[src/rtl/lsu_pkg.sv]
`default_nettype none
// ============================================================================
// Module      : lsu_pkg
// Description : Shared encodings and decode helpers for the load/store unit.
//               Size codes, FSM state type, misalignment/illegal-size decode.
// Revision    : 1.0 - initial release
// ============================================================================
package lsu_pkg;

    // Access size encodings as presented on size_i
    localparam logic [2:0] SZ_B  = 3'b000;
    localparam logic [2:0] SZ_H  = 3'b001;
    localparam logic [2:0] SZ_W  = 3'b010;
    localparam logic [2:0] SZ_BU = 3'b100;
    localparam logic [2:0] SZ_HU = 3'b101;

    // Sequencer states
    typedef enum logic [1:0] {
        IDLE = 2'd0,
        RD   = 2'd1,
        WR   = 2'd2,
        RESP = 2'd3
    } lsu_state_t;

    // Halfwords must sit on an even byte, words on a 4-byte boundary
    function automatic logic is_misaligned(input logic [2:0] size, input logic [1:0] lo);
        logic r;
        r = 1'b0;
        case (size)
            SZ_H, SZ_HU: r = lo[0];
            SZ_W:        r = (lo != 2'b00);
            default:     r = 1'b0;
        endcase
        return r;
    endfunction

    // Any code outside the five defined sizes
    function automatic logic is_illegal(input logic [2:0] size);
        logic r;
        r = 1'b1;
        case (size)
            SZ_B, SZ_H, SZ_W, SZ_BU, SZ_HU: r = 1'b0;
            default:                        r = 1'b1;
        endcase
        return r;
    endfunction

endpackage : lsu_pkg
`default_nettype wire

[src/rtl/lsu_lane_align.sv]
`default_nettype none
// ============================================================================
// Module      : lsu_lane_align
// Description : Combinational byte-lane steering for the load/store unit.
//               Extracts and extends the addressed lane of a RAM word for
//               loads, and merges sub-word store data into a read word.
// Revision    : 1.0 - initial release
// ============================================================================
module lsu_lane_align
    import lsu_pkg::*;
(
    input  logic [31:0] rword,   // word read from RAM (load path)
    input  logic [31:0] rbuf,    // buffered word for read-modify-write
    input  logic [31:0] wdata,   // right-aligned store data
    input  logic [2:0]  size,    // access size code
    input  logic [1:0]  lo,      // low byte-address bits
    output logic [31:0] ldata,   // extended load result
    output logic [31:0] mdata    // merged store word
);

    logic [7:0]  w_byte;
    logic [15:0] w_half;

    // Select the addressed lane and sign/zero extend it
    always_comb begin
        w_byte = rword[{lo, 3'b000} +: 8];
        w_half = lo[1] ? rword[31:16] : rword[15:0];
        case (size)
            SZ_B:    ldata = {{24{w_byte[7]}}, w_byte};
            SZ_BU:   ldata = {24'h000000, w_byte};
            SZ_H:    ldata = {{16{w_half[15]}}, w_half};
            SZ_HU:   ldata = {16'h0000, w_half};
            default: ldata = rword;
        endcase
    end

    // Replace the addressed lane(s) of the buffered word; words pass straight through
    always_comb begin
        mdata = rbuf;
        case (size)
            SZ_B, SZ_BU: mdata[{lo, 3'b000} +: 8] = wdata[7:0];
            SZ_H, SZ_HU: begin
                if (lo[1]) mdata[31:16] = wdata[15:0];
                else       mdata[15:0]  = wdata[15:0];
            end
            default:     mdata = wdata;
        endcase
    end

endmodule : lsu_lane_align
`default_nettype wire

[src/rtl/lsu_ctrl.sv]
`default_nettype none
// ============================================================================
// Module      : lsu_ctrl
// Description : Load/store sequencer between the core memory stage and a
//               word-addressed RAM (combinational read, synchronous write).
//               Sub-word stores use read-modify-write; the core is stalled
//               while an access is in flight.
//               Build option: LSU_MISALIGN_CHECK_EN enables misaligned and
//               illegal-size detection reported on err_o.
// Revision    : 1.0 - initial release
// ============================================================================
module lsu_ctrl
    import lsu_pkg::*;
#(
    parameter int WIDTH  = 32,
    parameter int ADDR_W = 32
) (
    input  logic              clk,
    input  logic              rst,
    input  logic              req_i,
    input  logic              we_i,
    input  logic [2:0]        size_i,
    input  logic [ADDR_W-1:0] addr_i,
    input  logic [WIDTH-1:0]  wdata_i,
    output logic [WIDTH-1:0]  rdata_o,
    output logic              stall_o,
    output logic              err_o,
    output logic              mem_we_o,
    output logic [ADDR_W-1:0] mem_a_o,
    output logic [WIDTH-1:0]  mem_wd_o,
    input  logic [WIDTH-1:0]  mem_rd_i
);

    lsu_state_t        r_state;
    lsu_state_t        w_next;

    logic [WIDTH-1:0]  r_rbuf;
    logic [WIDTH-1:0]  r_rdata;
    logic              r_err;

    // Access attributes captured when the access leaves IDLE
    logic              r_we;
    logic [2:0]        r_size;
    logic [1:0]        r_lo;
    logic [WIDTH-1:0]  r_wdata;

    logic [2:0]        w_size_eff;
    logic              w_err_req;
    logic [WIDTH-1:0]  w_ldata;
    logic [WIDTH-1:0]  w_mdata;

`ifdef LSU_MISALIGN_CHECK_EN
    // Misaligned or undefined sizes are answered with an error and no RAM access
    always_comb begin
        w_size_eff = size_i;
        w_err_req  = is_misaligned(size_i, addr_i[1:0]) | is_illegal(size_i);
    end
`else
    // No checking: undefined sizes behave as word accesses, low bits only steer lanes
    always_comb begin
        w_size_eff = is_illegal(size_i) ? SZ_W : size_i;
        w_err_req  = 1'b0;
    end
`endif

    lsu_lane_align u_align (
        .rword (mem_rd_i),
        .rbuf  (r_rbuf),
        .wdata (r_wdata),
        .size  (r_size),
        .lo    (r_lo),
        .ldata (w_ldata),
        .mdata (w_mdata)
    );

    // Next-state decode
    always_comb begin
        w_next = r_state;
        case (r_state)
            IDLE: begin
                if (req_i) begin
                    if (w_err_req)                      w_next = RESP;
                    else if (we_i && w_size_eff == SZ_W) w_next = WR;
                    else                                 w_next = RD;
                end
            end
            RD:      w_next = r_we ? WR : RESP;
            WR:      w_next = RESP;
            RESP:    w_next = IDLE;
            default: w_next = IDLE;
        endcase
    end

    // State, read buffer, captured attributes and registered results
    always_ff @(posedge clk) begin
        if (rst) begin
            r_state <= IDLE;
            r_rbuf  <= '0;
            r_rdata <= '0;
            r_err   <= 1'b0;
            r_we    <= 1'b0;
            r_size  <= SZ_B;
            r_lo    <= 2'b00;
            r_wdata <= '0;
        end else begin
            r_state <= w_next;
            case (r_state)
                IDLE: begin
                    if (req_i) begin
                        r_we    <= we_i;
                        r_size  <= w_size_eff;
                        r_lo    <= addr_i[1:0];
                        r_wdata <= wdata_i;
                        r_err   <= w_err_req;
                    end
                end
                RD: begin
                    r_rbuf <= mem_rd_i;
                    if (!r_we) r_rdata <= w_ldata;
                end
                default: ;
            endcase
        end
    end

    // Core- and RAM-facing outputs
    always_comb begin
        stall_o  = req_i & (r_state != RESP);
        mem_a_o  = {addr_i[ADDR_W-1:2], 2'b00};
        mem_we_o = (r_state == WR);
        mem_wd_o = w_mdata;
        rdata_o  = r_rdata;
        err_o    = r_err;
    end

endmodule : lsu_ctrl
`default_nettype wire

[config.mk]
export PLATFORM = sky130hd
export DESIGN_NAME = lsu_ctrl
export DESIGN_NICKNAME = d
export VERILOG_FILES = /design/src/rtl/lsu_pkg.sv /design/src/rtl/lsu_lane_align.sv /design/src/rtl/lsu_ctrl.sv
export SDC_FILE = /design/constraint.sdc
export NUM_CORES = 1
export LEC_CHECK = 0
export CAP_MARGIN = 20
export CORE_UTILIZATION = 30
export CTS_BUF_LIST = sky130_fd_sc_hd__clkbuf_8
export CTS_CLUSTER_DIAMETER = 150
export DETAILED_ROUTE_END_ITERATION = 7
export GPL_ROUTABILITY_DRIVEN = 0
export PLACE_DENSITY = 0.68
export SLEW_MARGIN = 40
export SYNTH_ARGS = -nofsm -noshare
export SYNTH_HDL_FRONTEND = slang
export SYNTH_SLANG_ARGS = --single-unit
[constraint.sdc]
create_clock -name clk -period 2.72 [get_ports clk]
set_input_delay 0.408 -clock clk [delete_from_list [all_inputs] [get_ports clk]]
set_output_delay 0.408 -clock clk [all_outputs]
set_load 0.02 [all_outputs]
======== Yosys cells after proc, flatten, opt, wreduce, memory -nomap -nowiden ========
Cells that the tools add are included.
word-level totals
  output and inout port bits .............. 99
  flip-flop bits (word level) ............. 104
operators by class
  eq/ne operators ......................... 13
  muxes and demuxes ....................... 11
  shift-type cells ........................ 3
  bitwise gates (word level) .............. 2
  reductions and logical operators ........ 9
  add/sub/neg operators ................... 1
operators with widths
  kind                                                                     count
  32-bit case mux with 4 select lines                                      1
  32-bit case mux with 2 select lines                                      1
  16-bit 2-to-1 mux                                                        3
  32-bit bitwise mux                                                       1
  8-bit by 7-bit variable shift with 32-bit output (first input constant)  1
  32-bit by 6-bit indexed part select with 8-bit output                    1
  8-bit by 7-bit indexed part select with 32-bit output                    1
  3-bit equality test (second input constant)                              4
  2-bit case mux with 4 select lines                                       1
  5-bit negator with 7-bit output                                          1
  3-bit by 1-bit equality test with 1-bit output (second input constant)   2
  3-bit by 2-bit equality test with 1-bit output (second input constant)   2
  3-bit zero test                                                          2
  5-bit OR reduction                                                       1
  2-bit equality test (second input constant)                              2
  2-bit 2-to-1 mux                                                         2
  2-bit inequality test (second input constant)                            2
  2-bit AND reduction                                                      2
  2-bit OR reduction                                                       2
  3-bit 2-to-1 mux                                                         1
  2-bit by 1-bit equality test with 1-bit output (second input constant)   1
  2-bit zero test                                                          1
  1-bit AND                                                                1
  1-bit logical AND                                                        1
  other kinds (2)                                                          2

======== Logic depth before layout (Yosys ltp) ========
Gate-level depths: netlist of the first run.
  depth after elaboration ................. 8
  gate-level depth with buffers ........... 8

======== Modules after synthesis ========
A second synthesis of the first run with hierarchy kept.
unflattened totals
  cell total of the unflattened synthesis .. 717
  area total of the unflattened synthesis .. 5814.3 um^2
modules (own cells, without submodules)
  module          cells an instance  instances  sequential area each (um^2)  area an instance (um^2)
  lsu_ctrl        463                1          2082.0                       4000.1
  lsu_lane_align  254                1          0.0                          1814.2

======== Worst setup path after synthesis of the first run ========
Ideal clock, no wire load.
  kind .................................... flip-flop to output port
  start ................................... register r_lo[1]
  end ..................................... output mem_wd_o[10]
  stages on the path, launching flop included .. 8
  buffers on the path ..................... 2
  path slack .............................. 0.271 ns
  required time ........................... 2.312 ns
  data arrival time ....................... 2.041 ns
  path through ............................ dfxtp_1 buf_2 inv_1 ha_1 and4b_1 clkbuf_1 a22oi_1 o21ai_0
on the way
  word-level cells in the longest chain between the ends .. 4
ends and longest elaborated chain
  item                                                                                                                              line                  text
  start, declared                                                                                                                   lsu_ctrl.sv:44        logic [1:0] r_lo;
  start signal, assigned                                                                                                            lsu_ctrl.sv:112       r_lo <= addr_i[1:0];
  5-bit negator with 7-bit output                                                                                                   lsu_lane_align.sv:41  SZ_B, SZ_BU: mdata[{lo, 3'b000} +: 8] = wdata[7:0];
  8-bit by 7-bit indexed part select with 32-bit output / 8-bit by 7-bit variable shift with 32-bit output (equally long branches)  lsu_lane_align.sv:41
  32-bit bitwise mux                                                                                                                lsu_lane_align.sv:41
  32-bit case mux with 2 select lines (*)                                                                                           lsu_lane_align.sv:40  case (size)
  end, declared                                                                                                                     lsu_ctrl.sv:30        output logic [WIDTH-1:0] mem_wd_o,
Mark *: on every way between the ends. The rest lies on a longest branch, timed or not.

======== Final worst setup path of the first run ========
  start ................................... register r_lo[1]
  end ..................................... output mem_wd_o[22]
Same word-level chain as after synthesis.

==> results of run 1 <==
## timing repair
action,in CTS,in global routing
setup buffers,0,0
pin swaps,0,1
endpoints found under the setup margin,32,24
endpoints found under the hold margin,0,0
gates resized for setup,58,33
## cells in the mapped netlist, drive strengths merged, types with 6 or more instances
master,number,share of area (%)
nor2,59,4.2
o21ai,9,0.85
a221o,8,1.5
nor2b,8,0.95
nand2,120,8.5
mux2,6,1.3
clkbuf,29,2.1
dfxtp,104,39
o221ai,7,1.2
a221oi,14,2.3
a22o,16,2.6
a21oi,67,6.4
mux2i,42,7.9
a211oi,16,2.3
buf,50,6.3
nand2b,12,1.4
nand3,9,0.85
a22oi,8,1.1
inv,14,0.99
ha,10,2.4
## metrics by stage
step	setup slack (ns)	util, %	std cells
after global routing	0.00675	40.2	970
after CTS	-0.0636	40.3	970
final	0.133	40.2	970
after floorplan	0.271	-	640
after global placement	0.111	39.2	954
after detailed placement	0.0371	39.2	954
## per-layer routing
metal | GRT usage [%] | vias up | wire [µm]
met5 | 0 | - | 0
met4 | 6.87 | 0 | 397
met3 | 3.15 | 34 | 954
met2 | 30.8 | 149 | 8030
met1 | 26.9 | 2371 | 8110
li1 | - | 2413 | -
## sequential cells by signal, summed over array words and instances (netlist names)
register and cells:
r_rbuf 32, r_wdata 32, rdata_o 32, r_size 3, r_lo 2, r_state 2
r_we 1
## worst reg2reg max path, cell delays in order, from the launching register on
cell and delay, ns:
dfxtp_1 0.37, buf_4 0.18, mux2_2 0.37, mux4_2 0.53, nor2_1 0.34, a221oi_1 0.13
## cell families (layout without fill, tap and decap cells)
logic type | count (synthesis) | after routing | synth area share (%)
compound gates | 162 | 162 | 21.3
fa+ha+maj | 10 | 10 | 2.37
buf+inv | 94 | 199 | 9.46
flops | 104 | 104 | 39.4
mux | 50 | 50 | 10.1
other cells | 1 | 3 | 0.0709
simple gates | 217 | 217 | 17.3
## power groups by stage
| stage | Combinational (mW) | Clock [mW] | Sequential [mW] |
|---|---|---|---|
| 2_1_floorplan | 1.42 | 0 | 2.21 |
| 3_5_place_dp | 2.48 | 0 | 2.13 |
| 6_report | 2.42 | 0.911 | 2.10 |
| 3_3_place_gp | 2.46 | 0 | 2.13 |
| 4_1_cts | 2.44 | 0.936 | 2.10 |
| 5_1_grt | 2.65 | 0.998 | 2.13 |
## worst min-delay path by stage
stage	startpoint	endpoint	slack [ns]	cells after the start
after floorplan	r_wdata[16]	r_wdata[16]	0.44	2
after global placement	r_wdata[16]	r_wdata[16]	0.44	2
after detailed placement	r_wdata[16]	r_wdata[16]	0.45	2
after CTS	rst	r_rbuf[12]	0.43	2
after global routing	rst	r_rbuf[10]	0.44	2
final	rst	r_rbuf[10]	0.45	2
## area by class of cell
type	instances	area share (%)
multi-input combinational	442	40.0
tap	225	4.07
clock inverter	7	0.795
sequential	104	30.1
inverter	15	0.813
clock buffer	9	1.79
timing repair buffer	168	22.5
==> results.cfg, run 1 <==
[run_status]
status = complete, no violations

[routing]
wl_per_cell_um = 18.0
final_antenna_net_count = 0
vias = 4967
first_pass_iters = 7
routed_wl_mm = 17.5
drc = 0
drt_iter0_markers = 294
viasPerCell = 5.12

[floorplanning]
io_pins = 202
rows = 48
start_util_pct = 30.7
core_area_mm2 = 0.0172
fp.dieH_um = 135
die-area_mm2 = 0.0182
die_width_um = 135

[synth]
avgSynthCellArea_um2 = 8.29
syn_area_mm2 = 0.00529
ys_ff_latch = 104
synth_ff_type = dfxtp_1
synth_edf_count = 0
yosysSeqAreaShare_pct = 39.4
ys_types = 44
synthCells = 638
synthArstFlopShare_pct = 0
yosysWarnings = 0

[power]
p_switching_mw = 2.17
internal-power_mw = 3.27
sw_frac_of_total_pct = 39.9
powerDensity_mw_per_mm2 = 784
combPwrFrac_pct = 44.6
clock_power_share_pct = 16.8
irDropWorstVdd_v = 0.000409
p_leak_nw = 2.54
power_mw = 5.43
p_seq_share_pct = 38.7

[grt]
grt-ovfl-total = 0
first_global_vias = 4756
grt_pass1_wl_mm = 26.9
grt_use_total_pct = 19.6
grt_max_degree = 54
antenna_found_initial = 0

[critical_path]
crit_chain = inv_1 > ha_4 > nand4bb_1 > o21ai_1 > buf_4 > a221oi_2 > a21oi_1 > dlygate4sd2_1
cp.depth = 8
r2r_slack_ns = 0.67
critPathSlowestCell = dfxtp_2
cp_slowest_stage_delay_ns = 0.36
reg2regPathDepth = 5
endpoint_kind = output pin
cp-endpoint = mem_wd_o[22]
crit_fanout = 8
worstPathArrival_ns = 2.18
path_buf_inv = 3
setup.worst_path.class = register to output pin
critPathLaunchType = register
cp_top_family = buffers and inverters
cp-startpoint = r_lo[1]
regToRegEndpoint = rdata_o[18]
crit_required_ns = 2.31
reg2reg_from = r_lo[0]

[timing]
slew_violations = 0
whs_ns = 0.448
setup-tns-final_ns = 0
hold_viol = 0
min_period_ns = 2.59
relSlewSlack_pct = 55.6
timing.fmax_mhz = 387
fin_skew_ns = 0.0145
worstMarginPinSlew_ns = 0.663
rsz0062_at_grt = no
setup_viol = 0
finalCritPeriodShare_pct = 95.1

[layout]
antennaDiodeCount = 0
regArea_mm2 = 0.00209
nets = 853
area_delta_synth_final_pct = 30.9
final_common_cell = nand2_1
fillers = 1734
final_cell_mix = nand2_1 (120), clkdlybuf4s50_1 (105), dfxtp_1 (101), a21oi_1 (66), nor2_1 (59)
finalInstanceArea_mm2 = 0.00693
drive_gt1_share_pct = 12.2
multiInputGateArea_mm2 = 0.00277

[clock_tree]
clockBufferDepth = 2
clock-sinks = 104
clk_latency_ns = 0.38
clkTransAtPathRegs_ns = 0.11
h-tree-depth = 3
cts-root-buf = clkbuf_8
holdBufCountCts = 0
cts_tree = built
numCtsBuffers = 9

[run]
maxCapViolations = 0

[hold_path]
min-delay-path-class = primary input to register

[placement]
dp_hpwl_mm = 13.1
postPlaceCellArea_mm2 = 0.00676
io_buffers = 138
No activity file was read; power rests on OpenSTA's default activity.
==> inputs of run 2 (changes only) <==
--- a/config.mk
+++ b/config.mk
@@ -5,7 +5,7 @@
 export SDC_FILE = /design/constraint.sdc
 export NUM_CORES = 1
 export LEC_CHECK = 0
-export CAP_MARGIN = 20
+export CAP_MARGIN = 10
 export CORE_UTILIZATION = 30
 export CTS_BUF_LIST = sky130_fd_sc_hd__clkbuf_8
 export CTS_CLUSTER_DIAMETER = 150
==> results of run 2 <==
No change in the layout: final DEF, timing and power equal those of run 1.
==> inputs of run 3 (changes only) <==
--- a/config.mk
+++ b/config.mk
@@ -12,6 +12,7 @@
 export DETAILED_ROUTE_END_ITERATION = 7
 export GPL_ROUTABILITY_DRIVEN = 0
 export PLACE_DENSITY = 0.68
+export SKIP_CTS_REPAIR_TIMING = 1
 export SLEW_MARGIN = 40
 export SYNTH_ARGS = -nofsm -noshare
 export SYNTH_HDL_FRONTEND = slang
==> run 3 against run 2 <==
  * Via count is 0.56% lower
  * Sequential share of layout area is 0.16 points lower
  * Global-route usage is 0.13 points lower
  * Register-to-register slack hardly changed
  * Power hardly changed
  * Clock skew is 0.0014 ns lower
  * First-iteration DRC count is 14% lower
  * Cell area is 0.52% higher
  * Non-clock buffer count stayed put
  * Sequential cell count stayed put
  * Worst hold slack worse by 0.0059 ns
  * Largest power group unchanged
==> results.cfg, run 3 (synthesis results as in run 1) <==
[routing]
wl_met3_um = 888
vias = 4939
routed_wl_mm = 17.4
first_pass_iters = 4
met2_length_mm = 7.98
met1_length_mm = 8.16
topRoutingLayerUsed = met4
drt_iter0_markers = 254
viasPerCell = 5.09
drc = 0
final_antenna_net_count = 0
wl_per_cell_um = 18.0

[grt]
first_global_vias = 4758
grt_max_degree = 54
antenna_found_initial = 0
grt-ovfl-total = 0
grt_pass1_wl_mm = 26.7
grt_use_total_pct = 19.4

[timing]
slew_violations = 0
min_period_ns = 2.60
hold_viol = 0
finalCritPeriodShare_pct = 95.7
fin_skew_ns = 0.0131
timing.final.ws_setup_ns = 0.118
worstMarginPinSlew_ns = 0.657
timing.fmax_mhz = 384
setup_viol = 0
relSlewSlack_pct = 56.0
setup-tns-final_ns = 0

[clock_tree]
clkTransAtPathRegs_ns = 0.11
h-tree-depth = 3
clock-sinks = 104
cts_tree = built
clk_latency_ns = 0.38
clockBufferDepth = 2
cts-root-buf = clkbuf_8
numCtsBuffers = 9

[power]
p_leak_nw = 2.86
irDropWorstVdd_v = 0.000409
powerDensity_mw_per_mm2 = 781
power_mw = 5.44

[critical_path]
path_buf_inv = 3
cp_slowest_stage_delay_ns = 0.36
crit_chain = inv_2 > ha_2 > nand4bb_1 > o21ai_1 > buf_4 > a221oi_1 > a21oi_1 > dlymetal6s2s_1
critPathSlowestCell = a221oi_1
critPathLaunchType = register
setup.worst_path.class = register to output pin
endpoint_kind = output pin
crit_required_ns = 2.31
crit_fanout = 8
worstPathArrival_ns = 2.19
cp_top_family = compound AO/OA/AOI/OAI gates

[run]
maxCapViolations = 0

[hold_path]
min-delay-path-class = primary input to register

[floorplanning]
core_area_mm2 = 0.0172
start_util_pct = 30.7
rows = 48
io_pins = 202
die_width_um = 135
die-area_mm2 = 0.0182
fp.dieH_um = 135

[layout]
fillers = 1732
final_cell_mix = nand2_1 (120), clkdlybuf4s50_1 (105), dfxtp_1 (101), a21oi_1 (66), nor2_1 (59)
finalInstanceArea_mm2 = 0.00696
fin_util_pct = 40.4
area_delta_synth_final_pct = 31.6
antennaDiodeCount = 0
drive_gt1_share_pct = 10.1
nets = 853
final_common_cell = nand2_1

[run_status]
status = complete, no violations

[placement]
place_ws_ns = 0.0371
io_buffers = 138
dp_hpwl_mm = 13.1
postPlaceCellArea_mm2 = 0.00676
[run 3: final timing paths]
kind | start | end | slack [ns] | cells past startpoint
setup / recovery | r_lo[0] | mem_wd_o[21] | 0.12 | 8
hold reg to reg | rdata_o[11] | rdata_o[11] | 0.46 | 2
hold / removal | rst | r_rbuf[10] | 0.44 | 2
setup reg to reg | r_lo[0] | rdata_o[18] | 0.67 | 5
[run 3: cell type report]
class	count	area [µm²]	area share [%]
Clock buffer	9	124	1.78
Clock inverter	7	55.1	0.791
Inverter	15	56.3	0.809
Multi-Input combinational cell	442	2730	39.3
Sequential cell	104	2090	30.0
Tap cell	225	282	4.04
Timing Repair Buffer	168	1630	23.4
[run 3: power breakdown]
part	leakage (nW)	internal [mW]	switching [mW]
Combinational	1.91	1.09	1.33
Sequential	0.853	1.84	0.252
Clock	0.0920	0.343	0.568
[run 3: layer usage]
layer | global-route usage, % | vias up
met3 | 3.15 | 34
met2 | 30.6 | 155
li1 | - | 2409
met4 | 6.87 | 0
met5 | 0 | -
met1 | 26.8 | 2341
[run 3: through the flow]
stage,cells,hold slack [ns]
after global routing,970,0.442
after detailed placement,954,0.449
after CTS,970,0.431
final,970,0.442
after floorplan,640,0.436
after global placement,954,0.443
[run 3: worst register-to-register path, delay by kind of cell, from the launching register on]
family	cells	cell delay, ns
simple gates	1	0.34
flops	1	0.37
buf+inv	1	0.18
mux	2	0.90
compound gates	1	0.13
